### src/rtl/pwrgood_seq.sv
// Power-on sequencer: qualifies board power-OK and PLL lock and produces the
// active-low power-good-n, with glitch filtering, minimum off-time and a sticky fault flag.
module pwrgood_seq #(
  parameter int SYNC_STAGES    = 2,
  parameter int STABLE_CYCLES  = 1024,
  parameter int FAULT_FILTER   = 4,
  parameter int MIN_OFF_CYCLES = 256
) (
  input  logic       clk,
  input  logic       rst,
  input  logic       board_pwr_ok_i,
  input  logic       pll_locked_i,
  input  logic       fault_clr,
  output logic       pwr_good_n,
  output logic       pwr_stable,
  output logic       fault_sticky,
  output logic [1:0] seq_state
);

  localparam int MAX_AB  = (STABLE_CYCLES > FAULT_FILTER) ? STABLE_CYCLES : FAULT_FILTER;
  localparam int MAX_CNT = (MAX_AB > MIN_OFF_CYCLES) ? MAX_AB : MIN_OFF_CYCLES;
  localparam int CW      = $clog2(MAX_CNT + 1);

  localparam logic [CW-1:0] STABLE_LAST = CW'(STABLE_CYCLES - 1);
  localparam logic [CW-1:0] FILTER_LAST = CW'(FAULT_FILTER - 1);
  localparam logic [CW-1:0] OFF_LAST    = CW'(MIN_OFF_CYCLES - 1);

  if (SYNC_STAGES < 2) begin : g_bad_sync
    $error("pwrgood_seq: SYNC_STAGES must be >= 2");
  end
  if (STABLE_CYCLES < 1) begin : g_bad_stable
    $error("pwrgood_seq: STABLE_CYCLES must be >= 1");
  end
  if (FAULT_FILTER < 1) begin : g_bad_filter
    $error("pwrgood_seq: FAULT_FILTER must be >= 1");
  end
  if (MIN_OFF_CYCLES < 1) begin : g_bad_off
    $error("pwrgood_seq: MIN_OFF_CYCLES must be >= 1");
  end

  typedef enum logic [1:0] {
    IDLE      = 2'd0,
    STABILIZE = 2'd1,
    GOOD      = 2'd2,
    FAULT     = 2'd3
  } state_t;

  state_t                 state, state_next;
  logic [CW-1:0]          cnt, cnt_next;
  logic [SYNC_STAGES-1:0] pwr_sync, pll_sync;
  logic                   ok_s;
  logic                   enter_fault;

  always_ff @(posedge clk or posedge rst) begin
    if (rst) begin
      pwr_sync <= '0;
      pll_sync <= '0;
    end else begin
      pwr_sync <= {pwr_sync[SYNC_STAGES-2:0], board_pwr_ok_i};
      pll_sync <= {pll_sync[SYNC_STAGES-2:0], pll_locked_i};
    end
  end

  assign ok_s = pwr_sync[SYNC_STAGES-1] & pll_sync[SYNC_STAGES-1];

  // The shared counter is cleared on every transition, so each state starts counting from zero.
  always_comb begin
    state_next  = state;
    cnt_next    = cnt;
    enter_fault = 1'b0;
    case (state)
      IDLE: begin
        if (ok_s) begin
          state_next = STABILIZE;
          cnt_next   = '0;
        end
      end
      STABILIZE: begin
        if (!ok_s) begin
          state_next = IDLE;
          cnt_next   = '0;
        end else if (cnt == STABLE_LAST) begin
          state_next = GOOD;
          cnt_next   = '0;
        end else begin
          cnt_next = cnt + CW'(1);
        end
      end
      GOOD: begin
        if (ok_s) begin
          cnt_next = '0;
        end else if (cnt == FILTER_LAST) begin
          state_next  = FAULT;
          cnt_next    = '0;
          enter_fault = 1'b1;
        end else begin
          cnt_next = cnt + CW'(1);
        end
      end
      FAULT: begin
        if (cnt == OFF_LAST) begin
          state_next = IDLE;
          cnt_next   = '0;
        end else begin
          cnt_next = cnt + CW'(1);
        end
      end
      default: begin
        state_next = IDLE;
        cnt_next   = '0;
      end
    endcase
  end

  always_ff @(posedge clk or posedge rst) begin
    if (rst) begin
      state <= IDLE;
      cnt   <= '0;
    end else begin
      state <= state_next;
      cnt   <= cnt_next;
    end
  end

  // A fault arriving in the same cycle as a clear request must not be lost.
  always_ff @(posedge clk or posedge rst) begin
    if (rst) begin
      fault_sticky <= 1'b0;
    end else if (enter_fault) begin
      fault_sticky <= 1'b1;
    end else if (fault_clr) begin
      fault_sticky <= 1'b0;
    end
  end

  assign pwr_good_n = (state != GOOD);
  assign pwr_stable = (state == STABILIZE);
  assign seq_state  = state;

endmodule

### config.mk
export PLATFORM = sky130hd
export DESIGN_NAME = pwrgood_seq
export DESIGN_NICKNAME = d
export VERILOG_FILES = /design/src/rtl/pwrgood_seq.sv
export SDC_FILE = /design/constraint.sdc
export NUM_CORES = 1
export LEC_CHECK = 0
export CAP_MARGIN = 20
export CORE_MARGIN = 2
export CORE_UTILIZATION = 40
export DETAILED_ROUTE_END_ITERATION = 16
export GPL_ROUTABILITY_DRIVEN = 0
export GPL_TIMING_DRIVEN = 0
export REMOVE_ABC_BUFFERS = 1
export SYNTH_ARGS = -nofsm -noshare
export SYNTH_HDL_FRONTEND = slang
export SYNTH_SLANG_ARGS = --single-unit
### constraint.sdc
create_clock -name clk -period 5.2 [get_ports clk]
set_clock_uncertainty 0.15 [all_clocks]
set_input_delay 1.04 -clock clk [delete_from_list [all_inputs] [get_ports clk]]
set_output_delay 1.04 -clock clk [all_outputs]
set_load 0.02 [all_outputs]
After elaboration in Yosys (flattened, before gate mapping)
Cells that the tools add are included.
{"block": "op_classes", "eq_ne": 12, "reduce_logical": 3, "n_mux": 19, "addsub": 1, "bitwise_logic": 1}
{"op": "$mux W11", "n": 6}
{"op": "$pmux W11 S4", "n": 1}
{"op": "$mux W2", "n": 6}
{"op": "$add A11 B1 Y11 const B", "n": 1}
{"op": "$eq A11 B10 Y1 const B", "n": 1}
{"op": "$eq A11 B2 Y1 const B", "n": 1}
{"op": "$eq A11 B8 Y1 const B", "n": 1}
{"op": "$ne A2 B2 Y1 const B", "n": 5}
{"op": "$pmux W2 S4", "n": 1}
{"op": "$mux W1", "n": 5}
{"op": "$reduce_and A5 Y1", "n": 1}
{"op": "$eq A2 B2 Y1 const B", "n": 2}
{"op": "$ne A3 B2 Y1 const B", "n": 1}
{"op": "$eq A2 B1 Y1 const B", "n": 1}
{"op": "$logic_not A2 Y1", "n": 1}
{"op": "$reduce_bool A2 Y1", "n": 1}
{"op": "$and A1 B1 Y1", "n": 1}
{"block": "word_totals", "regBits": 18, "wordCells": 41}

Logic depth before layout (Yosys ltp)
{"block": "depth", "ltp_word": 5, "depth_mapped": 7, "ltp_nobuf": 6}

Least setup slack after synthesis
No wires, ideal clock.
{"block": "synth_path", "path_type": "reg-to-output", "startpoint": "register state[0] (netlist: seq_state[0])", "endpoint": "output pwr_good_n", "arrival_time_ps": 1008, "n_path_buf": 1, "required_time_ps": 4010, "path_slack_ps": 3002, "path_stages_with_launch": 3, "path_cell_list": "dfrtp_1 > clkbuf_1 > nand2b_1"}
{"block": "synth_between", "elab_chain_len": 1}
{"item": "from (decl)", "line": "48", "rtl": "state_t state, state_next;"}
{"item": "from (signal assigned)", "line": "120", "rtl": "state <= state_next;"}
{"item": "$ne A2 B2 Y1", "line": "136", "rtl": "assign pwr_good_n = (state != GOOD);"}
{"item": "to (decl)", "line": "14", "rtl": "output logic pwr_good_n,"}
Every way passes these cells.

Final worst setup path
{"block": "layout_path", "startpoint": "register state[0] (netlist: seq_state[0])", "endpoint": "output pwr_stable"}
{"block": "layout_between", "elab_chain_len": 1}
{"item": "$eq A2 B1 Y1", "line": "137", "rtl": "assign pwr_stable = (state == STABILIZE);"}
{"item": "to (decl)", "line": "15", "rtl": "output logic pwr_stable,"}
Every way passes these cells.

==> metrics.md <==
| Metric | Value |
|---|---|
| Outcome | complete, no violations |
| Total grt overflow | 0 |
| Die W | 52.6 um |
| Clk sink count | 18 |
| Main combinational cell family by area after synthesis | simple AND/OR/NAND/NOR gates |
| CP peak stage delay | 620 ps |
| Max-cap violations | 0 |
| Num CTS Buffers | 3 |
| Post-CTS Hold Buffers | 0 |
| Ys flop type | dfrtp_1 |
| Detailed-route DRC error count | 0 |
| Data arrival time of the critical path | 1720 ps |
| Initial DRC Count | 14 |
| CP max-delay cell | clkdlybuf4s50_1 |
| Syn Area/Cell | 9.43 um2 |
| Number of global-route vias before repair | 603 |
| I/O Pins | 10 |
| Synth Register Bits | 18 |
| Area grow syn2layout | 13.1% |
| Max Root-Sink Buffers | 2 |
| Util after Layout | 48.2% |
| Resized cells post-CTS | 0 |
| RSZ-0062 raised after global routing | false |
| Antenna violations before repair | 0 |
| H-tree depth | 1 |
| Post-Synth Adder-Cell Area | 1.33% |
| Row count | 17 |
| Height of the die | 52.6 um |
| Dpl hpwl | 1.18 mm |
| Worst-Margin Slew | 668 ps |
| Final hold viol count | 0 |
| Hold crit path type | reg -> reg |
| Post-CTS setup repair buffer count | 0 |
| Synthesized area | 943 um2 |
| Ys async rst share | 100% |
| Die Area | 2760 um2 |
| CP Capture Type | output port |
| Core Area | 2210 um2 |
| First-pass GRT wire length | 2.86 mm |
| Max transition margin | 55.4% |
| Simple-gate share of the synthesized area | 21.9% |
| Critical Path Source Type | flop |
| WP data required | 4010 ps |
| Tcrit/Tclk final | 55.9% |
| VDD IR-drop max | 0.223 mV |
| Cell Chain, Critical Path | nor2b_1 -> clkdlybuf4s50_1 |
| Compound-gate portion of the synthesized area | 21.6% |
| Tmin final | 2910 ps |
| Antenna cells | 0 |
| Cell count after synthesis | 100 |
| Gr usage total | 14.4% |
| Post-Synth XOR/XNOR Area | 0% |
| Vias | 771 |
| Fin. max-slew vios | 0 |
| Pwr dens | 425 nW/um2 |
| Setup_tns | 0 ps |
| TritonRoute pass-1 iters | 4 |
| Post-synth EDFFs | 0 |
| Crit-path max FO | 14 |
| Port Buffers | 9 |
| Worst-path clk slew | 100 ps |
| Filler Cell Count | 218 |
| Layout cell share with drive strength beyond 1 | 4.67% |
| Synth warn | 0 |
| DRT Wirelength | 1.75 mm |
| Final #Nets | 114 |
| Multiplexer area fraction after synthesis | 2.25% |
| Per-cell routed wire length | 13.0 um |
| Largest net degree at the start of global routing | 19 |
| F_max | 344 MHz |
| Yosys cell types | 34 |
| Via density | 5.71 |
| CTS tree | yes |
| Design Power | 454 uW |
| Register area share after synthesis | 47.7% |
| Crit path kind | reg -> out |
| Initial core utilization | 42.6% |
| Setup-failing EPs final | 0 |
| Root Driver | clkbuf_4 |
| LEAKAGE | 0.450 nW |
| Final ANT Viol Nets | 0 |
| Clock Latency Late Sink | 290 ps |
[final cells by class]
class | count | area [um2] | share of cell area [%]
inverters | 3 | 11.3 | 1.06
repair buffers | 9 | 90.1 | 8.44
clock buffers | 4 | 36.3 | 3.40
multi-input cells | 73 | 444 | 41.6
well taps | 28 | 35.0 | 3.28
flip-flops and latches | 18 | 450 | 42.2
[critical path, delay by kind of cell (launching register included)]
family | cells | cell delay [ps]
and+or+nand+nor | 1 | 220
buffers and inverters | 1 | 620
DFF | 1 | 580
[path summary, 6_finish.rpt]
kind	startpoint	to	slack [ps]	depth (start not counted)
max in group asynchronous	rst	cnt[8]	3500	2
worst min register to register	pwr_sync[0]	pwr_sync[1]	210	0
min in group asynchronous	rst	pll_sync[1]	980	2
worst min-delay path	pwr_sync[0]	pwr_sync[1]	210	0
worst max-delay path	seq_state[0]	pwr_stable	2290	2
worst max register to register	cnt[0]	cnt[3]	2900	6
[metal layers]
layer  track usage, %  part of all wire [%]  vias to the layer above
li1                 -                     -                      388
met1             21.3                    52                      362
met2             20.2                    43                       17
met3             3.43                   3.0                        4
met4             5.13                   1.5                        0
met5                0                     0                        -
[Yosys cell counts (all sizes together) (2+ instances only)]
cell    instances  area [um2]
nand2b          3        18.8
nor3            5        25.0
nand2           8        30.0
nand3           6        30.0
and3            2        12.5
o21ai           2        10.0
nand4           2        12.5
a21oi          10        50.1
dfrtp          18         450
buf             2        22.5
o22ai           2        12.5
clkbuf          4        15.0
nor2b           2        12.5
inv             3        11.3
nor2            6        22.5
a31oi           7        43.8
[report_power, final]
group          total, mW  leakage [nW]  switching [mW]  internal (mW)
clock             0.0868        0.0210          0.0441         0.0427
combinational      0.166         0.193          0.0932         0.0727
sequential         0.201         0.236          0.0401          0.161
[sequential cells by signal (all words and copies together), names as in the netlist, named ones only]
register,count
pll_sync,2
cnt,11
fault_sticky,1
seq_state,1
pwr_sync,2
[kinds of logic after synthesis]
family | count (synthesis)
muxes | 2
buffers and inverters | 9
adders and majority gates | 1
and+or+nand+nor | 39
AOI/OAI and AO/OA | 31
DFF | 18
[placed cells by master, fill, tap and decap left out, drive strengths merged, types with 2 or more instances in the layout]
| master | Yosys | final |
|---|---|---|
| a21oi | 10 | 10 |
| a31oi | 7 | 7 |
| and3 | 2 | 2 |
| clkbuf | 4 | 4 |
| clkdlybuf4s50 | 0 | 9 |
| dfrtp | 18 | 18 |
| inv | 3 | 3 |
| nand2 | 8 | 8 |
| nand2b | 3 | 3 |
| nand3 | 6 | 6 |
| nand4 | 2 | 2 |
| nor2 | 6 | 6 |
| nor2b | 2 | 2 |
| nor3 | 5 | 5 |
| o21ai | 2 | 2 |
| o22ai | 2 | 2 |
[stage by stage]
step / setup WS [ps] / cells / instance area, um2 / hold slack, ps
global route: 2180 / 135 / 1070 / 217
floorplan: 2990 / 94 / 906 / 181
detailed placement: 2620 / 131 / 1030 / 187
finish: 2290 / 135 / 1070 / 211
global placement: 2640 / 131 / 1030 / 184
CTS: 2280 / 135 / 1070 / 212
(Power assumes the default switching activity.)
